File: src/rtl/cnt8_tmr_pkg.sv
// Shared types and constants for the cnt8 interval timer.
// Optional prescaler feature is enabled by defining CNT8_TMR_PRESCALE_EN.
package cnt8_tmr_pkg;

  typedef enum logic {
    IDLE = 1'b0,
    RUN  = 1'b1
  } state_t;

  localparam logic [7:0] CNT8_TERM = 8'hFF;
  localparam int         PSC_W     = 4;

  // The counter counts up from this value and terminates at CNT8_TERM.
  function automatic logic [7:0] load_value(input logic [7:0] period);
    return CNT8_TERM - period;
  endfunction

endpackage

File: src/rtl/cnt8_timer_ctl_if.sv
// Host-side bundle of the interval timer; psc exists only with CNT8_TMR_PRESCALE_EN.
interface cnt8_timer_ctl_if;
  import cnt8_tmr_pkg::*;

  logic       start;
  logic       stop;
  logic       mode;
  logic [7:0] period;
`ifdef CNT8_TMR_PRESCALE_EN
  logic [PSC_W-1:0] psc;
`endif
  logic [7:0] cnt;
  logic       tick;
  logic       done;
  logic       busy;

  modport master (
`ifdef CNT8_TMR_PRESCALE_EN
    output psc,
`endif
    output start, stop, mode, period,
    input  cnt, tick, done, busy
  );

  modport slave (
`ifdef CNT8_TMR_PRESCALE_EN
    input  psc,
`endif
    input  start, stop, mode, period,
    output cnt, tick, done, busy
  );

endinterface

File: src/rtl/cnt8_core.sv
// 8-bit loadable up-counter with carry-out.
// Priority: async clear cd, sync clear cs, load ld, increment (cai && en).
module cnt8_core
  import cnt8_tmr_pkg::*;
(
  input  logic       clk,
  input  logic       cd,
  input  logic       cs,
  input  logic       ld,
  input  logic [7:0] d,
  input  logic       cai,
  input  logic       en,
  output logic [7:0] q,
  output logic       cao
);

  always_ff @(posedge clk or posedge cd) begin
    if (cd)             q <= 8'h00;
    else if (cs)        q <= 8'h00;
    else if (ld)        q <= d;
    else if (cai && en) q <= q + 8'h01;
  end

  assign cao = cai && en && (q == CNT8_TERM);

endmodule

File: src/rtl/cnt8_timer_ctl.sv
// Interval timer controller sequencing cnt8_core for one-shot/periodic ticks.
// Define CNT8_TMR_PRESCALE_EN to add the 4-bit clock-enable prescaler.
module cnt8_timer_ctl
  import cnt8_tmr_pkg::*;
(
  input  logic            clk,
  input  logic            cd,
  cnt8_timer_ctl_if.slave bus
);

  state_t     state, state_next;
  logic       mode_q;
  logic [7:0] period_q;
  logic       done_q;
  logic       cs, ld, capture, done_next;
  logic       ce, cao, run;
  logic [7:0] load_val;

  assign run = (state == RUN);

`ifdef CNT8_TMR_PRESCALE_EN
  logic [PSC_W-1:0] psc_q, psc_cnt;

  // Divider restarts on every load/reload so the first ce lands psc+1 cycles later.
  always_ff @(posedge clk or posedge cd) begin
    if (cd) begin
      psc_q   <= '0;
      psc_cnt <= '0;
    end else begin
      if (capture) psc_q <= bus.psc;
      if (ld || cs || ce) psc_cnt <= '0;
      else                psc_cnt <= psc_cnt + 1'b1;
    end
  end

  assign ce = (psc_cnt == psc_q);
`else
  assign ce = 1'b1;
`endif

  always_ff @(posedge clk or posedge cd) begin
    if (cd) begin
      state    <= IDLE;
      mode_q   <= 1'b0;
      period_q <= 8'h00;
      done_q   <= 1'b0;
    end else begin
      state  <= state_next;
      done_q <= done_next;
      if (capture) begin
        mode_q   <= bus.mode;
        period_q <= bus.period;
      end
    end
  end

  always_comb begin
    state_next = state;
    cs         = 1'b0;
    ld         = 1'b0;
    capture    = 1'b0;
    done_next  = 1'b0;
    unique case (state)
      IDLE: begin
        if (bus.start && !bus.stop) begin
          ld         = 1'b1;
          capture    = 1'b1;
          state_next = RUN;
        end else begin
          cs = 1'b1;
        end
      end
      RUN: begin
        if (bus.stop) begin
          cs         = 1'b1;
          state_next = IDLE;
        end else if (bus.start) begin
          ld      = 1'b1;
          capture = 1'b1;
        end else if (cao && !mode_q) begin
          cs         = 1'b1;
          done_next  = 1'b1;
          state_next = IDLE;
        end else if (cao) begin
          ld = 1'b1;
        end
      end
      default: state_next = IDLE;
    endcase
  end

  // Fresh starts take the live period; periodic reloads reuse the captured one.
  assign load_val = capture ? load_value(bus.period) : load_value(period_q);

  cnt8_core u_core (
    .clk (clk),
    .cd  (cd),
    .cs  (cs),
    .ld  (ld),
    .d   (load_val),
    .cai (run),
    .en  (ce),
    .q   (bus.cnt),
    .cao (cao)
  );

  assign bus.tick = cao;
  assign bus.busy = run;
  assign bus.done = done_q;

endmodule

File: src/flat_wrapper.sv
// flat-port wrapper written by rule: the top's interface ports become plain ports
module cnt8_timer_ctl_flat import cnt8_tmr_pkg::*;
  (clk, cd, bus_start, bus_stop, bus_mode, bus_period, bus_cnt, bus_tick, bus_done, bus_busy);
  cnt8_timer_ctl_if bus_i ();
  input  logic clk;
  input  logic cd;
  input wire logic [$bits(bus_i.start)-1:0] bus_start;
  input wire logic [$bits(bus_i.stop)-1:0] bus_stop;
  input wire logic [$bits(bus_i.mode)-1:0] bus_mode;
  input wire logic [$bits(bus_i.period)-1:0] bus_period;
  output wire logic [$bits(bus_i.cnt)-1:0] bus_cnt;
  output wire logic [$bits(bus_i.tick)-1:0] bus_tick;
  output wire logic [$bits(bus_i.done)-1:0] bus_done;
  output wire logic [$bits(bus_i.busy)-1:0] bus_busy;
  assign bus_i.start = bus_start;
  assign bus_i.stop = bus_stop;
  assign bus_i.mode = bus_mode;
  assign bus_i.period = bus_period;
  assign bus_cnt = bus_i.cnt;
  assign bus_tick = bus_i.tick;
  assign bus_done = bus_i.done;
  assign bus_busy = bus_i.busy;
  cnt8_timer_ctl u_core (.clk(clk), .cd(cd), .bus(bus_i));
endmodule
File: config.mk
export PLATFORM = sky130hd
export DESIGN_NAME = cnt8_timer_ctl_flat
export DESIGN_NICKNAME = d
export VERILOG_FILES = /design/src/rtl/cnt8_tmr_pkg.sv /design/src/rtl/cnt8_timer_ctl_if.sv /design/src/rtl/cnt8_core.sv /design/src/rtl/cnt8_timer_ctl.sv /design/src/flat_wrapper.sv
export SDC_FILE = /design/constraint.sdc
export NUM_CORES = 1
export LEC_CHECK = 0
export BUFFER_PORTS_ARGS = -buffer_cell sky130_fd_sc_hd__buf_2
export CORE_ASPECT_RATIO = 1.1
export CORE_MARGIN = 5
export CORE_UTILIZATION = 55
export DETAILED_ROUTE_END_ITERATION = 16
export GPL_TIMING_DRIVEN = 0
export HOLD_SLACK_MARGIN = 0.12
export PLACE_DENSITY = 0.86
export SLEW_MARGIN = 20
export SYNTH_ARGS = -nofsm -noshare
export SYNTH_HDL_FRONTEND = slang
export SYNTH_SLANG_ARGS = --single-unit
File: constraint.sdc
create_clock -name clk -period 4.2 [get_ports clk]
set_input_delay 0.21 -clock clk [delete_from_list [all_inputs] [get_ports clk]]
set_output_delay 0.21 -clock clk [all_outputs]
set_load 0.005 [all_outputs]
==> flow_metrics.py <==
metrics = {
    "synth": {
        "synth_area_um2": 960,
        "yosysSeqAreaShare_pct": 49.5,
        "synth_nets": 113,
        "synth_cell_types": 32,
        "syn_avg_cell_area_um2": 9.69,
        "ys_warn_count": 0,
        "ys_ff_latch": 19,
        "synthCells": 99,
    },
    "setup_path": {
        "endpoint_kind": "flop",
        "cp.required_ns": 4.39,
        "ff2ff_setup_slack_ns": 2.24,
        "path_max_fanout": 9,
        "path_class": "reg2reg",
        "critical_path_arrival_ns": 2.16,
        "ff2ff_path_depth": 6,
        "rr_endpoint": "u_core.u_core.q[0]",
        "start_kind": "flop",
        "r2r-start": "u_core.u_core.q[0]",
    },
    "clock_tree": {
        "root_buffer": "clkbuf_4",
        "numClockSinks": 19,
        "hold_buffers": 5,
        "clkLatencyLatePin_ns": 0.30,
        "htree_levels": 1,
        "clk_path_buf_depth": 2,
        "cts_buffers": 3,
        "post_cts_buffers": 0,
        "clk_pin_slew_ns": 0.11,
        "cts_tree": "done",
        "cts_resized": 0,
    },
    "run": {
        "maxCapViolations": 0,
    },
    "worst_hold_path": {
        "hold_path_depth": 3,
        "hold-path-endpoint": "u_core.period_q[6]",
        "hp-class": "in2reg",
        "worst_hold_startpoint": "bus_period[6]",
    },
    "finish": {
        "final_common_cell": "nand2_1",
        "fillCellCount": 131,
        "final_cell_mix": "nand2_1 (25), buf_2 (23), dfrtp_1 (19)",
        "area_growth_pct": 22.2,
        "regArea_um2": 475,
        "fin_nets": 146,
        "final_util_pct": 72.6,
        "drive_above_1_share_pct": 23.7,
        "antennaDiodeCount": 0,
        "multi_input_area_um2": 450,
    },
    "power": {
        "leakage_uw": 0.000600,
        "p_per_area_nw_per_um2": 305,
        "clkPwrFrac_pct": 25.9,
        "p_switching_uw": 98.2,
        "p_comb_share_pct": 14.6,
        "power.internal_uw": 260,
        "seqPwrFrac_pct": 59.4,
        "ir_drop_mv": 0.246,
        "switching_share_pct": 27.4,
    },
    "die": {
        "core-area_um2": 1610,
        "rows": 15,
        "die_x_um": 49.8,
        "dieHeight_um": 53.8,
        "start_util_pct": 59.5,
        "num_io_pins": 24,
        "dieArea_um2": 2680,
    },
    "drt": {
        "vias": 892,
        "wl_met1_um": 916,
        "wirelength_um": 2290,
        "route.met2.wl_um": 1110,
        "met3_wirelength_um": 219,
        "first_pass_iters": 4,
        "vias_per_cell": 6.03,
        "drtIter0Drc": 22,
        "highest_layer": "met4",
        "wl_per_cell_um": 15.5,
        "drc": 0,
        "postRouteAntennaNets": 0,
    },
    "placement": {
        "io_buffers": 23,
        "place_congestion": 0.922,
        "hpwl_um": 1700,
    },
    "global_routing": {
        "antenna_found_initial": 0,
        "grt_max_degree": 20,
        "grt_pass1_vias": 853,
        "grt.total_usage_pct": 19.9,
        "grt.overflow.total": 0,
        "grt_pass1_wl_um": 4060,
    },
    "timing": {
        "hold_violations": 0,
        "max_freq_mhz": 509,
        "period_share_pct": 46.8,
        "finalSetupViolCount": 0,
        "worst_slew_pin_slew_ns": 0.714,
        "rsz0062_at_grt": "no",
        "maxSlewViolCount": 0,
        "skew_ns": 0.00653,
        "slew_headroom_pct": 52.3,
        "fin_tns_setup_ns": 0,
        "fin_crit_ns": 1.96,
    },
    "run_status": {
        "status": "finished clean",
    },
}
-- Yosys cell counts --
cell | n | area [um2]
clkbuf_1 | 3 | 11.3
nor4b_1 | 2 | 17.5
a21o_1 | 1 | 7.51
o31ai_1 | 3 | 22.5
inv_1 | 3 | 11.3
o2111a_1 | 1 | 11.3
dfrtp_1 | 19 | 475
nor2_1 | 2 | 7.51
o21a_1 | 1 | 7.51
and3_1 | 3 | 18.8
nand3_2 | 1 | 10.0
o211ai_1 | 2 | 15.0
or3_1 | 2 | 12.5
o311a_1 | 1 | 10.0
ha_1 | 1 | 12.5
o21ai_0 | 4 | 20.0
xor2_1 | 2 | 17.5
a2111oi_2 | 1 | 15.0
nor3_1 | 3 | 15.0
nand2_1 | 25 | 93.8
a311oi_1 | 1 | 8.76
a211oi_1 | 2 | 15.0
and4_1 | 2 | 17.5
buf_6 | 1 | 11.3
nand3_1 | 2 | 10.0
nor2b_1 | 2 | 12.5
nand3b_1 | 1 | 7.51
nand2b_1 | 2 | 12.5
and4b_1 | 1 | 10.0
a31oi_1 | 3 | 18.8
mux2_2 | 1 | 11.3
nand4_2 | 1 | 12.5
-- kinds of logic after synthesis --
| kind of cell | Yosys count | synth area share (%) |
|---|---|---|
| adder cells (fa/ha/maj) | 1 | 1.30 |
| multiplexers | 1 | 1.17 |
| buffers and inverters | 7 | 3.52 |
| AND/OR/NAND/NOR | 49 | 26.9 |
| flip-flops | 19 | 49.5 |
| XOR/XNOR | 2 | 1.83 |
| AO/OA/AOI/OAI | 20 | 15.8 |
-- power groups by stage --
stage | clock network, uW | logic (uW) | registers, uW
floorplan | 0 | 29.7 | 212
global placement | 0 | 47.5 | 214
detailed placement | 0 | 49.3 | 216
CTS | 93.3 | 53.0 | 212
global route | 106 | 60.4 | 215
finish | 92.8 | 52.4 | 213
-- state kept, by name, indices dropped and copies added, names as in the netlist --
signal / cells
u_core.u_core.q: 8
u_core.period_q: 8
u_core.bus.done: 1
u_core.bus.busy: 1
u_core.mode_q: 1
-- routing by layer --
layer  track usage, %  vias up
met5                0        -
met4             5.24        0
met3             4.71        7
met2             32.6       47
met1             26.4      414
li1                 -      424
-- per-stage QoR --
stage,hold WS (ns),area (um2),setup WS (ns),power (uW),cells
after global placement,0.342,1100,2.29,262,139
final,0.119,1170,2.24,358,148
after detailed placement,0.362,1100,2.25,265,139
after CTS,0.123,1170,2.23,359,148
after global routing,0.122,1170,2.07,381,148
after floorplan,0.161,960,2.38,242,99
-- area by class of cell --
cell class	count	share of cell area, %
plain buffers	4	1.92
clock buffers	4	2.24
inverters	3	0.961
multi-input cells	73	38.4
flip-flops and latches	19	40.6
well taps	17	1.81
repair buffers	28	14.1
-- worst max-delay path by stage --
stage	start	endpoint	slack (ns)	cells past startpoint
2_1_floorplan	u_core.u_core.q[0]	u_core.u_core.q[0]	2.38	6
6_report	u_core.u_core.q[0]	u_core.u_core.q[0]	2.24	6
3_3_place_gp	u_core.u_core.q[0]	u_core.u_core.q[1]	2.29	6
4_1_cts	u_core.u_core.q[0]	u_core.u_core.q[0]	2.23	6
5_1_grt	u_core.u_core.q[0]	u_core.u_core.q[0]	2.07	6
3_5_place_dp	u_core.u_core.q[0]	u_core.u_core.q[0]	2.25	6
-- worst max-delay path, stage by stage (launching register included) --
cell and delay [ns]:
dfrtp_1 0.42, ha_1 0.25, nand3_2 0.15, or3_1 0.41, buf_6 0.14, and3_1 0.16, a2111oi_2 0.33
(Power assumes the default switching activity.)
